File: config.mk
export PLATFORM = sky130hd
export DESIGN_NAME = relu_pool
export DESIGN_NICKNAME = d
export VERILOG_FILES = /design/src/rtl/relu_pool_pkg.sv /design/src/rtl/pool_line_buf.sv /design/src/rtl/relu_pool.sv
export SDC_FILE = /design/constraint.sdc
export NUM_CORES = 1
export LEC_CHECK = 0
export CORE_MARGIN = 1
export CORE_UTILIZATION = 55
export DETAILED_ROUTE_END_ITERATION = 6
export GPL_ROUTABILITY_DRIVEN = 0
export PLACE_DENSITY = 0.86
export SLEW_MARGIN = 20
export SYNTH_ARGS = -nofsm -noshare
export SYNTH_HDL_FRONTEND = slang
export SYNTH_SLANG_ARGS = --single-unit
File: constraint.sdc
create_clock -name clk -period 8.5 [get_ports clk]
set_input_delay 1.7 -clock clk [delete_from_list [all_inputs] [get_ports clk]]
set_output_delay 1.7 -clock clk [all_outputs]
set_load 0.01 [all_outputs]
File: src/rtl/relu_pool_pkg.sv
// relu_pool_pkg: shared CNN constants and pooling FSM encoding.
package relu_pool_pkg;
  localparam int DEF_OUT_W = 8;
  localparam int DEF_SHIFT = 8;
  typedef enum logic {ROW_EVEN = 1'b0, ROW_ODD = 1'b1} pool_state_e;
endpackage

File: src/rtl/pool_line_buf.sv
// pool_line_buf: single-port line buffer, synchronous write, combinational read, no storage reset.
module pool_line_buf #(
  parameter int DEPTH = 13,
  parameter int W = 8,
  parameter int AW = 4
) (
  input  logic          clk,
  input  logic          we_i,
  input  logic [AW-1:0] addr_i,
  input  logic [W-1:0]  wdata_i,
  output logic [W-1:0]  rdata_o
);
  logic [W-1:0] mem [DEPTH];
  always_ff @(posedge clk)
    if (we_i) mem[addr_i] <= wdata_i;
  assign rdata_o = mem[addr_i];
endmodule

File: src/rtl/relu_pool.sv
// relu_pool: ReLU + requantize + 2x2 max-pool over a raster-order accumulator stream.
module relu_pool
  import relu_pool_pkg::*;
#(
  parameter int IN_W = 19,
  parameter int OUT_W = DEF_OUT_W,
  parameter int SHIFT = DEF_SHIFT,
  parameter int FMAP_W = 26,
  parameter int FMAP_H = 26
) (
  input  logic                   clk,
  input  logic                   rst,
  input  logic                   clear,
  input  logic                   in_valid,
  input  logic signed [IN_W-1:0] in_data,
  output logic                   in_ready,
  output logic                   out_valid,
  output logic [OUT_W-1:0]       out_data,
  input  logic                   out_ready,
  output logic                   frame_done
);
  localparam int CW = $clog2(FMAP_W);
  localparam int RW = $clog2(FMAP_H);
  localparam int AW = (FMAP_W / 2 > 1) ? $clog2(FMAP_W / 2) : 1;
  localparam logic [CW-1:0] COL_LAST = CW'(FMAP_W - 1);
  localparam logic [RW-1:0] ROW_LAST = RW'(FMAP_H - 1);
  localparam logic [IN_W-1:0] SAT = IN_W'((1 << OUT_W) - 1);
  pool_state_e state_q, state_d;
  logic [CW-1:0] col_q, col_d;
  logic [RW-1:0] row_q, row_d;
  logic [OUT_W-1:0] pair_q, pair_d, out_data_q, out_data_d;
  logic out_valid_q, out_valid_d, frame_done_q, frame_done_d;
  logic acc, we, load, col_end;
  logic [IN_W-1:0] sh;
  logic [OUT_W-1:0] act, hmax, lb_rd;
  function automatic logic [OUT_W-1:0] mx(input logic [OUT_W-1:0] a, input logic [OUT_W-1:0] b);
    return a > b ? a : b;
  endfunction
  assign in_ready = !out_valid_q || out_ready;
  always_comb begin
    acc = in_valid && in_ready;
    sh = in_data >>> SHIFT;
    act = in_data[IN_W-1] ? '0 : (sh > SAT ? '1 : sh[OUT_W-1:0]);
    hmax = mx(pair_q, act);
    col_end = col_q == COL_LAST;
    we = acc && state_q == ROW_EVEN && col_q[0];
    load = acc && state_q == ROW_ODD && col_q[0];
    col_d = !acc ? col_q : (col_end ? '0 : col_q + 1'b1);
    state_d = (acc && col_end) ? (state_q == ROW_EVEN ? ROW_ODD : ROW_EVEN) : state_q;
    row_d = !(acc && col_end) ? row_q : (row_q == ROW_LAST ? '0 : row_q + 1'b1);
    pair_d = (acc && !col_q[0]) ? act : pair_q;
    out_valid_d = load || (out_valid_q && !out_ready);
    out_data_d = load ? mx(hmax, lb_rd) : out_data_q;
    frame_done_d = load && col_end && row_q == ROW_LAST;
    // Abort wins over a same-cycle acceptance; stale line-buffer data is always overwritten before use.
    if (clear) begin
      col_d = '0;
      row_d = '0;
      state_d = ROW_EVEN;
      out_valid_d = 1'b0;
      frame_done_d = 1'b0;
    end
  end
  always_ff @(posedge clk or negedge rst)
    if (!rst) begin
      state_q <= ROW_EVEN;
      col_q <= '0;
      row_q <= '0;
      pair_q <= '0;
      out_valid_q <= 1'b0;
      out_data_q <= '0;
      frame_done_q <= 1'b0;
    end else begin
      state_q <= state_d;
      col_q <= col_d;
      row_q <= row_d;
      pair_q <= pair_d;
      out_valid_q <= out_valid_d;
      out_data_q <= out_data_d;
      frame_done_q <= frame_done_d;
    end
  pool_line_buf #(.DEPTH(FMAP_W / 2), .W(OUT_W), .AW(AW)) u_lb (
    .clk(clk),
    .we_i(we),
    .addr_i(AW'(col_q >> 1)),
    .wdata_i(hmax),
    .rdata_o(lb_rd)
  );
  assign out_valid = out_valid_q;
  assign out_data = out_data_q;
  assign frame_done = frame_done_q;
endmodule

==> results.ini <==
[outcome]
outcome=finished, final reports clean

[clocking]
numCtsBuffers=17
cts_htree_levels=4
hold_buffers=0
clk_pin_slew_ps=60
ctsResizeCount=0
clockBufferDepth=2
clkLatencyLatePin_ps=520
cts_root_buf=clkbuf_8
tritoncts=built
clock_sinks=133
postCtsSetupBuffers=0

[floorplanning]
boundaryPins=35
initial_utilization_pct=57.3
die_w_um=106
coreArea_um2=10500
rows=37
dieArea_um2=11300
fp.dieH_um=106

[worst_setup_path]
critPathRequiredTime_ps=8930
path_max_fanout=14
cp-end-kind=flop
critical_path_class=primary input to flop
arrival_ps=6290
cp-start-kind=primary input

[timing]
period_share_pct=69.0
whs_ps=486
max_slew_margin_pct=46.0
worst-slew-pin-transition_ps=807
maxSlewViolCount=0
grt_setup_unrepaired=false
fmaxAchievable_mhz=171
period_needed_ps=5860
setup_violations=0
clock_skew_ps=6.37
hold_viol=0
setup_tns_ps=0

[job]
maxCapViolations=0

[synth]
ys_ff_latch=133
netlist_top_cells_area=edfxtp_1 52%, dfrtp_1 12%, mux4_1 8.3%
synth_ff_type=edfxtp_1
synth_top_cells_by_count=104 x edfxtp_1, 39 x nor2_1, 29 x dfrtp_1
yosys_warnings=0
async_flop_share_pct=21.8
syn_inst=395
synth-compound-area-share_pct=6.93
synth_top_family_by_area=multiplexers
synth_area_um2=6000
ys_types=50
synth.most_common_cell=edfxtp_1
syn-num-nets=439
synth_adder_area_share_pct=4.17
synth_top_cell_area_share_pct=52.1
synth.avg_cell_area_um2=15.2
synth_xor_xnor_area_share_pct=0.584
synthSimpleGateAreaFrac_pct=8.01
synth_edf_count=104
synthMuxAreaShare_pct=13.2
synth_top_area_cell=edfxtp_1
ys_seq_area_share_pct=64.2

[power]
p_per_area_nw_per_um2=236
p_leak_nw=2.52
peakVddDrop_mv=0.155

[layout]
final_nets=469
area_growth_pct=15.1
layout-drive-gt1-share_pct=14.2
diodes=0
instances_no_fill=574

[place]
placed_cells=542
dp.final_hpwl_um=7440
place.port_buffers=26

[route]
route.met2.wl_um=5770
drtPass1Iterations=5
dr_wl_met3_um=727
top_layer_used=met4
drt-initial-drc-count=331
drc_errors=0
drt-vias-per-instance=5.87
drt.antenna.violating_nets=0
wire_per_inst_um=20.0
wl_met1_um=4840
route.vias.total=3368
routed_wl_um=11500

[grt]
track_usage_pct=22.0
grt_pass1_vias=3423
grt_first_pass_wirelength_um=18200
grt_max_degree=34
antenna_found_initial=0
overflow=0

[hold_path]
hold_path.class=flop to flop

sequential cells by signal, summed over array words and instances (netlist names):
signal / cells
u_lb.mem: 104
out_valid: 1
frame_done: 1
row_q: 5
out_data: 8
col_q: 5
pair_q: 8
state_q: 1
report_power, final:
group / switching, W / total (W) / internal (W)
clock network: 0.000263 / 0.000676 / 0.000413
logic: 0.000124 / 0.000192 / 0.0000687
registers: 0.0000102 / 0.000762 / 0.000751
metrics by stage:
step / setup WS, ps / area, µm² / utilization [%] / total power, W
floorplan: 3330 / 6000 / - / 0.000902
global placement: 2320 / 6350 / 60.7 / 0.000953
detailed placement: 2160 / 6350 / 60.7 / 0.000965
CTS: 2670 / 6910 / 66.0 / 0.00164
finish: 2640 / 6910 / 66.0 / 0.00163
global route: 2200 / 6910 / 66.0 / 0.00169
final timing paths:
kind,from,to,cells past startpoint,slack [ps]
min in group asynchronous,rst,state_q$_DFFE_PN0P_,2,1570
setup / recovery,in_data[16],out_data[7]$_DFFE_PN0P_,18,2640
setup reg to reg,pair_q[1]$_DFFE_PN0P_,out_data[7]$_DFFE_PN0P_,13,4340
max in group asynchronous,rst,pair_q[6]$_DFFE_PN0P_,2,6640
hold / removal,row_q[4]$_DFFE_PN0P_,row_q[4]$_DFFE_PN0P_,1,490
hold reg to reg,row_q[4]$_DFFE_PN0P_,row_q[4]$_DFFE_PN0P_,1,490
logic make-up (layout without fill, tap and decap cells):
logic type,after synthesis,after routing
simple gates,99,99
fa+ha+maj,20,20
compound gates,61,61
xor+xnor,4,4
flops,133,133
buf+inv,37,80
mux,41,41
worst max-delay path: stages:
cell and delay [ps]:
clkdlybuf4s50_1 400, or2_2 360, nor2_1 100, nor2_1 70, inv_1 70, ha_1 230
nor2b_1 130, o211ai_1 150, a21oi_1 100, o22ai_2 480, mux2i_1 370, inv_1 290
ha_1 410, and4b_1 200, a211oi_1 50, o22ai_1 560, nand2b_1 340, o21ai_0 250
layout make-up:
cell class | instances | area (µm²)
timing repair buffer | 29 | 283
fill | 717 | 3560
clock buffer | 22 | 463
inverter | 19 | 71.3
clock inverter | 10 | 96.3
tap | 136 | 170
multi-input combinational | 225 | 1970
sequential | 133 | 3850
cell usage in the layout, fill, tap and decap left out, types with 9 or more instances in the layout:
master           instances
clkbuf_16               16
a21oi_1                 10
inv_1                   19
mux2i_1                  9
nand2b_1                14
o21ai_0                 13
nand2_1                 22
mux4_1                  19
ha_1                    20
nor2_1                  39
clkdlybuf4s50_1         26
o22ai_1                  9
dfrtp_1                 29
edfxtp_1               104
per-layer routing:
layer / track usage [%] / up-vias
li1: - / 1588
met1: 29.7 / 1663
met2: 35.0 / 107
met3: 5.21 / 10
met4: 8.22 / 0
met5: 0 / -
No activity file was read; power rests on OpenSTA's default activity.
